==> config.mk <==
export PLATFORM = sky130hd
export DESIGN_NAME = ex_mem_stage_flat
export DESIGN_NICKNAME = d
export VERILOG_FILES = /design/src/rtl/ex_mem_stage_if.sv /design/src/rtl/ex_mem_stage.sv /design/src/flat_wrapper.sv
export SDC_FILE = /design/constraint.sdc
export NUM_CORES = 1
export LEC_CHECK = 0
export CAP_MARGIN = 20
export CORE_AREA = 2 2 186 188
export CTS_CLUSTER_DIAMETER = 30
export DETAILED_ROUTE_END_ITERATION = 10
export DIE_AREA = 0 0 188 190
export GPL_TIMING_DRIVEN = 0
export RECOVER_POWER = 50
export REMOVE_ABC_BUFFERS = 1
export SLEW_MARGIN = 30
export SYNTH_ARGS = -nofsm -noshare
export SYNTH_HDL_FRONTEND = slang
export SYNTH_SLANG_ARGS = --single-unit
export TNS_END_PERCENT = 30
==> constraint.sdc <==
create_clock -name clk -period 4.7 [get_ports clk]
set_input_delay 0.94 -clock clk [delete_from_list [all_inputs] [get_ports clk]]
set_output_delay 0.94 -clock clk [all_outputs]
set_load 0.02 [all_outputs]
==> src/rtl/ex_mem_stage_if.sv <==
// ex_mem_stage_if
//  Bus between the EX/MEM pipeline register and the MEM stage.
//  master : pipeline register side (drives the held op, samples mem_ready)
//  slave  : MEM stage side (consumes the held op, drives mem_ready)
//  Signals:
//   mem_valid    held op valid
//   mem_ready    MEM consumes the held op this cycle
//   mem_addr     held ALU result
//   mem_wdata    held store data
//   mem_rd       held destination register
//   mem_rd_en    load enable, gated by mem_valid
//   mem_wr_en    store enable, gated by mem_valid
//   mem_reg_wr   register write enable, gated by mem_valid
//   mem_mem2reg  writeback source select (held, not gated)
interface ex_mem_stage_if #(
    parameter int DATA_W = 64,
    parameter int RA_W   = 5
);
    logic              mem_valid;
    logic              mem_ready;
    logic [DATA_W-1:0] mem_addr;
    logic [DATA_W-1:0] mem_wdata;
    logic [RA_W-1:0]   mem_rd;
    logic              mem_rd_en;
    logic              mem_wr_en;
    logic              mem_reg_wr;
    logic              mem_mem2reg;

    modport master (
        output mem_valid, mem_addr, mem_wdata, mem_rd,
               mem_rd_en, mem_wr_en, mem_reg_wr, mem_mem2reg,
        input  mem_ready
    );

    modport slave (
        input  mem_valid, mem_addr, mem_wdata, mem_rd,
               mem_rd_en, mem_wr_en, mem_reg_wr, mem_mem2reg,
        output mem_ready
    );
endinterface

==> src/rtl/ex_mem_stage.sv <==
// ex_mem_stage
//  EX->MEM pipeline register with branch resolution. Captures the ALU
//  result, store data, rd and control bits of an accepted op, resolves
//  B/CBZ/CBNZ from the ALU zero flag, drops the single op that follows a
//  taken branch, obeys the hazard-unit flush and counts retired/dropped ops.
//  Ports:
//   clk, rst_n            clock, asynchronous active-low reset
//   ex_valid / ex_ready   EX-side handshake
//   alu_result, alu_zero  ALU outputs
//   store_data, rd        STUR data, destination register
//   br_target             precomputed PC+offset
//   ctl_*                 decoded control bits of the op
//   flush                 hazard-unit flush of this stage
//   br_taken, br_pc       one-cycle redirect pulse and its target
//   retire_cnt            MEM handshakes
//   squash_cnt            ops dropped after a taken branch
//   mem                   MEM-side bus (master modport)
module ex_mem_stage #(
    parameter int DATA_W = 64,
    parameter int RA_W   = 5,
    parameter int CNT_W  = 32
) (
    input  logic              clk,
    input  logic              rst_n,
    input  logic              ex_valid,
    output logic              ex_ready,
    input  logic [DATA_W-1:0] alu_result,
    input  logic              alu_zero,
    input  logic [DATA_W-1:0] store_data,
    input  logic [RA_W-1:0]   rd,
    input  logic [DATA_W-1:0] br_target,
    input  logic              ctl_mem_rd,
    input  logic              ctl_mem_wr,
    input  logic              ctl_reg_wr,
    input  logic              ctl_mem2reg,
    input  logic              ctl_branch,
    input  logic              ctl_br_nz,
    input  logic              ctl_uncond,
    input  logic              flush,
    output logic              br_taken,
    output logic [DATA_W-1:0] br_pc,
    output logic [CNT_W-1:0]  retire_cnt,
    output logic [CNT_W-1:0]  squash_cnt,
    ex_mem_stage_if.master    mem
);

    logic              valid_q;
    logic              br_q;
    logic [DATA_W-1:0] addr_q;
    logic [DATA_W-1:0] wdata_q;
    logic [RA_W-1:0]   rd_q;
    logic              mem_rd_q;
    logic              mem_wr_q;
    logic              reg_wr_q;
    logic              mem2reg_q;
    logic [DATA_W-1:0] pc_q;
    logic [CNT_W-1:0]  retire_q;
    logic [CNT_W-1:0]  squash_q;

    logic accept;
    logic take;
    logic retire;

    assign ex_ready = ~flush & (~valid_q | mem.mem_ready);
    assign accept   = ex_valid & ex_ready;
    // CBZ takes on zero, CBNZ on non-zero; B always takes.
    assign take     = ctl_uncond | (ctl_branch & (alu_zero ^ ctl_br_nz));
    assign retire   = valid_q & mem.mem_ready & ~flush;

    always_ff @(posedge clk or negedge rst_n) begin
        if (!rst_n) begin
            valid_q   <= 1'b0;
            br_q      <= 1'b0;
            addr_q    <= '0;
            wdata_q   <= '0;
            rd_q      <= '0;
            mem_rd_q  <= 1'b0;
            mem_wr_q  <= 1'b0;
            reg_wr_q  <= 1'b0;
            mem2reg_q <= 1'b0;
            pc_q      <= '0;
            retire_q  <= '0;
            squash_q  <= '0;
        end else begin
            if (retire) begin
                retire_q <= retire_q + CNT_W'(1);
            end

            if (flush) begin
                valid_q <= 1'b0;
                br_q    <= 1'b0;
            end else if (accept && br_q) begin
                // Wrong-path op right behind a taken branch: consume, don't capture.
                valid_q  <= 1'b0;
                br_q     <= 1'b0;
                squash_q <= squash_q + CNT_W'(1);
            end else if (accept) begin
                valid_q   <= 1'b1;
                br_q      <= take;
                addr_q    <= alu_result;
                wdata_q   <= store_data;
                rd_q      <= rd;
                mem_rd_q  <= ctl_mem_rd;
                mem_wr_q  <= ctl_mem_wr;
                reg_wr_q  <= ctl_reg_wr;
                mem2reg_q <= ctl_mem2reg;
                pc_q      <= br_target;
            end else if (valid_q && mem.mem_ready) begin
                valid_q <= 1'b0;
                br_q    <= 1'b0;
            end else begin
                // Redirect is a single-cycle pulse even while MEM stalls.
                br_q <= 1'b0;
            end
        end
    end

    assign mem.mem_valid   = valid_q;
    assign mem.mem_addr    = addr_q;
    assign mem.mem_wdata   = wdata_q;
    assign mem.mem_rd      = rd_q;
    assign mem.mem_rd_en   = mem_rd_q & valid_q;
    assign mem.mem_wr_en   = mem_wr_q & valid_q;
    assign mem.mem_reg_wr  = reg_wr_q & valid_q;
    assign mem.mem_mem2reg = mem2reg_q;

    assign br_taken   = br_q;
    assign br_pc      = pc_q;
    assign retire_cnt = retire_q;
    assign squash_cnt = squash_q;

endmodule

==> src/flat_wrapper.sv <==
// flat-port wrapper written by rule: the top's interface ports become plain ports
module ex_mem_stage_flat 
#(
    parameter int DATA_W = 64,
    parameter int RA_W   = 5,
    parameter int CNT_W  = 32
)
  (clk, rst_n, ex_valid, ex_ready, alu_result, alu_zero, store_data, rd, br_target, ctl_mem_rd, ctl_mem_wr, ctl_reg_wr, ctl_mem2reg, ctl_branch, ctl_br_nz, ctl_uncond, flush, br_taken, br_pc, retire_cnt, squash_cnt, mem_mem_valid, mem_mem_addr, mem_mem_wdata, mem_mem_rd, mem_mem_rd_en, mem_mem_wr_en, mem_mem_reg_wr, mem_mem_mem2reg, mem_mem_ready);
  ex_mem_stage_if #(.DATA_W(DATA_W), .RA_W(RA_W)) mem_i ();
  input  logic clk;
  input  logic rst_n;
  input  logic ex_valid;
  output logic ex_ready;
  input  logic [DATA_W-1:0] alu_result;
  input  logic alu_zero;
  input  logic [DATA_W-1:0] store_data;
  input  logic [RA_W-1:0] rd;
  input  logic [DATA_W-1:0] br_target;
  input  logic ctl_mem_rd;
  input  logic ctl_mem_wr;
  input  logic ctl_reg_wr;
  input  logic ctl_mem2reg;
  input  logic ctl_branch;
  input  logic ctl_br_nz;
  input  logic ctl_uncond;
  input  logic flush;
  output logic br_taken;
  output logic [DATA_W-1:0] br_pc;
  output logic [CNT_W-1:0] retire_cnt;
  output logic [CNT_W-1:0] squash_cnt;
  output wire logic [$bits(mem_i.mem_valid)-1:0] mem_mem_valid;
  output wire logic [$bits(mem_i.mem_addr)-1:0] mem_mem_addr;
  output wire logic [$bits(mem_i.mem_wdata)-1:0] mem_mem_wdata;
  output wire logic [$bits(mem_i.mem_rd)-1:0] mem_mem_rd;
  output wire logic [$bits(mem_i.mem_rd_en)-1:0] mem_mem_rd_en;
  output wire logic [$bits(mem_i.mem_wr_en)-1:0] mem_mem_wr_en;
  output wire logic [$bits(mem_i.mem_reg_wr)-1:0] mem_mem_reg_wr;
  output wire logic [$bits(mem_i.mem_mem2reg)-1:0] mem_mem_mem2reg;
  input wire logic [$bits(mem_i.mem_ready)-1:0] mem_mem_ready;
  assign mem_mem_valid = mem_i.mem_valid;
  assign mem_mem_addr = mem_i.mem_addr;
  assign mem_mem_wdata = mem_i.mem_wdata;
  assign mem_mem_rd = mem_i.mem_rd;
  assign mem_mem_rd_en = mem_i.mem_rd_en;
  assign mem_mem_wr_en = mem_i.mem_wr_en;
  assign mem_mem_reg_wr = mem_i.mem_reg_wr;
  assign mem_mem_mem2reg = mem_i.mem_mem2reg;
  assign mem_i.mem_ready = mem_mem_ready;
  ex_mem_stage #(.DATA_W(DATA_W), .RA_W(RA_W), .CNT_W(CNT_W)) u_core (.clk(clk), .rst_n(rst_n), .ex_valid(ex_valid), .ex_ready(ex_ready), .alu_result(alu_result), .alu_zero(alu_zero), .store_data(store_data), .rd(rd), .br_target(br_target), .ctl_mem_rd(ctl_mem_rd), .ctl_mem_wr(ctl_mem_wr), .ctl_reg_wr(ctl_reg_wr), .ctl_mem2reg(ctl_mem2reg), .ctl_branch(ctl_branch), .ctl_br_nz(ctl_br_nz), .ctl_uncond(ctl_uncond), .flush(flush), .br_taken(br_taken), .br_pc(br_pc), .retire_cnt(retire_cnt), .squash_cnt(squash_cnt), .mem(mem_i));
endmodule
==> reports/qor.yml <==
run_status:
  run_status: "finished with violations"
  violations: "max-capacitance violations, max-slew violations"
yosys:
  synth_top_area_cell: "dfrtp_1"
  synth_top_area_share_pct: 63.4
  yosysMostFrequentCell: "nand2_1"
  ys_seq_area_share_pct: 63.4
  synthTopCellsByCount: "nand2_1 (620), dfrtp_1 (267), xnor2_1 (48), nand3_1 (30), buf_2 (18)"
  syn_inst: 1109
  ys_top_cells_by_area: "dfrtp_1 (63%), nand2_1 (22%), xnor2_1 (4.0%), nand3_1 (1.4%), xor2_1 (1.2%)"
  synth_cell_types: 35
  yosys_register_bits: 267
  async_reset_ff_share_pct: 100
  syn-cell-area_um2: 10500
  yosysWarnings: 0
  synth_edf_count: 0
  ys.flop_type: "dfrtp_1"
  avgSynthCellArea_um2: 9.50
final_layout:
  syn_to_final_growth_pct: 72.1
  drive_above_1_share_pct: 8.34
  fin_cells: 2146
  fillCellCount: 3052
  fin_util_pct: 53.4
  final_nets: 1851
clock_network:
  cts_tree: "built"
  h-tree-depth: 3
  root_buffer: "clkbuf_16"
  cts_resized: 0
  clk_pin_slew_ns: 0.05
  post_cts_buffers: 0
  clk_latency_ns: 0.55
  cts_sinks: 267
  cts_buffer_depth: 3
  cts_buffers: 68
  cts-hold-fix-buffers: 0
floorplan:
  core_um2: 33900
  row_count: 68
  die_h_um: 190
  ios: 478
  start_util_pct: 31.0
  die_w_um: 188
  dieArea_um2: 35700
detailed_routing:
  wire_per_inst_um: 15.8
  first_iter_violations: 364
  routed_wirelength_um: 33900
  drt-met1-wl_um: 13300
  dr_wl_met3_um: 2720
  drc_errors: 0
  viasPerCell: 4.36
  routed.top_layer: "met5"
  met2_length_um: 16600
  postRouteAntennaNets: 0
  firstDrtPassIters: 4
  vias: 9366
global_routing:
  grt_start_max_net_pins: 76
  first_global_vias: 9865
  antenna_found_initial: 2
  grtUsageTotal_pct: 19.0
  gr-total-overflow: 0
  grt_pass1_wl_um: 53500
power_and_ir_drop:
  power_frac_seq_pct: 30.9
  power_density_nw_per_um2: 508
  intPower_w: 0.00670
  max-vdd-ir-drop_v: 0.000317
  swShare_pct: 27.3
  power_switching_w: 0.00251
  power.leakage_nw: 8.67
  power_frac_comb_pct: 19.8
  p_clk_share_pct: 49.3
setup_path:
  critPathKind: "in -> reg"
  endpoint_kind: "flip-flop"
  crit_fanout: 53
  crit_chain: "dlygate4sd3_1, nor2b_1, or3_1, buf_12, clkbuf_2, nand2_1, nand2_1"
  cp_slowest_stage_delay_ns: 0.87
  cp-start-kind: "input port"
  path_delay_family: "buffers and inverters"
  slowest_stage: "clkbuf_2"
  crit_top_cell: "nand2_1"
  worstPathRequired_ns: 5.18
  crit_buf_inv: 3
  cp.arrival_ns: 4.02
sta:
  finalSetupViolations: 0
  skew_ns: 0.0166
  hold_violations: 0
  maxSlewViolCount: 75
  tightestPinTransition_ns: 1.90
  slew_headroom_pct: -26.8
  timing.final.crit_share_pct: 75.4
  fmax_mhz: 282
  min_period_ns: 3.55
  tns_ns: 0
  rsz0062_at_grt: "false"
placed_design:
  port_buffers: 477
  place_inst: 2024
  gp_congestion: 0.804
  dp_hpwl_um: 24500
flow_run:
  maxCapViolCount: 1
worst_hold_path:
  hold_class: "in -> async"
-- area by class of cell --
type	count	area [um^2]	area share (%)
tap	455	569	3.14
clock inverter	27	328	1.81
antenna	1	2.50	0.0138
timing repair buffer	506	5050	27.9
multi-input combinational	795	3560	19.6
inverter	1	3.75	0.0207
sequential	267	6680	36.9
clock buffer	94	1930	10.7
-- worst reg2reg max path, delay by kind of cell, from the launching register on --
kind | cells | cell delay, ns
buf+inv | 2 | 1.14
flops | 1 | 0.49
simple gates | 4 | 1.35
-- path summary, 6_finish.rpt --
kind	start	slack [ns]	end	depth (start not counted)
setup / recovery	mem_mem_ready	1.15	u_core.mem.mem_wdata[57]	7
hold / removal	rst_n	0.36	u_core.retire_cnt[23]	1
setup reg to reg	u_core.mem.mem_valid	1.65	u_core.mem.mem_wdata[57]	6
hold reg to reg	u_core.br_pc[47]	0.47	u_core.br_pc[47]	2
max in group asynchronous	rst_n	2.08	u_core.mem.mem_wdata[38]	3
min in group clk	u_core.br_pc[47]	0.47	u_core.br_pc[47]	2
-- kinds of logic after synthesis --
logic type               Yosys count  share of synthesized area [%]
XOR/XNOR                          63                           5.24
buffers and inverters             47                           1.92
multiplexers                       2                          0.214
AND/OR/NAND/NOR                  726                           28.9
AO/OA/AOI/OAI                      2                         0.0949
adder cells (fa/ha/maj)            2                          0.238
flip-flops                       267                           63.4
-- sequential cells by signal, summed over array words and instances, names as in the netlist --
name                    cells
u_core.br_pc               64
u_core.br_taken             1
u_core.mem.mem_addr        64
u_core.mem.mem_mem2reg      1
u_core.mem.mem_rd           5
u_core.mem.mem_valid        1
u_core.mem.mem_wdata       64
u_core.mem_rd_q             1
u_core.mem_wr_q             1
u_core.reg_wr_q             1
u_core.retire_cnt          32
u_core.squash_cnt          32
-- metrics by stage --
step	hold WS, ns	cell area [um^2]	setup WS, ns	power, W
finish	0.356	18100	1.15	0.00921
global route	0.391	18100	0.819	0.00964
CTS	0.349	18300	1.39	0.00936
detailed placement	0.459	16000	1.38	0.00474
global placement	0.450	15700	-16.13	0.00477
floorplan	0.438	10300	-6.55	0.00366
-- power groups by stage --
stage,Sequential (W),Clock [W],Combinational (W)
final,0.00285,0.00454,0.00183
after global routing,0.00290,0.00478,0.00196
after CTS,0.00285,0.00464,0.00187
after detailed placement,0.00288,0,0.00186
after global placement,0.00287,0,0.00190
after floorplan,0.00328,0,0.000377
-- placed cells by master (no fill, tap or decap), types with 2 or more instances in the layout --
cell and instances:
nand2_1 620, clkdlybuf4s50_1 475, dfrtp_1 267, clkbuf_16 69
xnor2_1 48, nand3_1 31, buf_4 19, and3_1 16
xor2_1 15, nand4_1 15, clkbuf_1 14, nor2_1 11
clkbuf_8 11, clkinv_2 9, nor3_1 7, inv_6 7
bufinv_16 6, and2_1 5, and4_1 5, clkbuf_2 4
nand2b_1 3, clkinv_4 3, buf_6 3, nor2b_1 2
mux2_2 2, nor4_1 2, ha_1 2, clkinvlp_4 2
buf_16 2
-- layer usage --
| layer | track usage [%] | up-vias |
|---|---|---|
| met5 | 0 | - |
| met4 | 9.57 | 2 |
| met3 | 6.70 | 82 |
| met2 | 32.2 | 326 |
| met1 | 21.2 | 4415 |
| li1 | - | 4541 |
No activity file was read; power rests on OpenSTA's default activity.
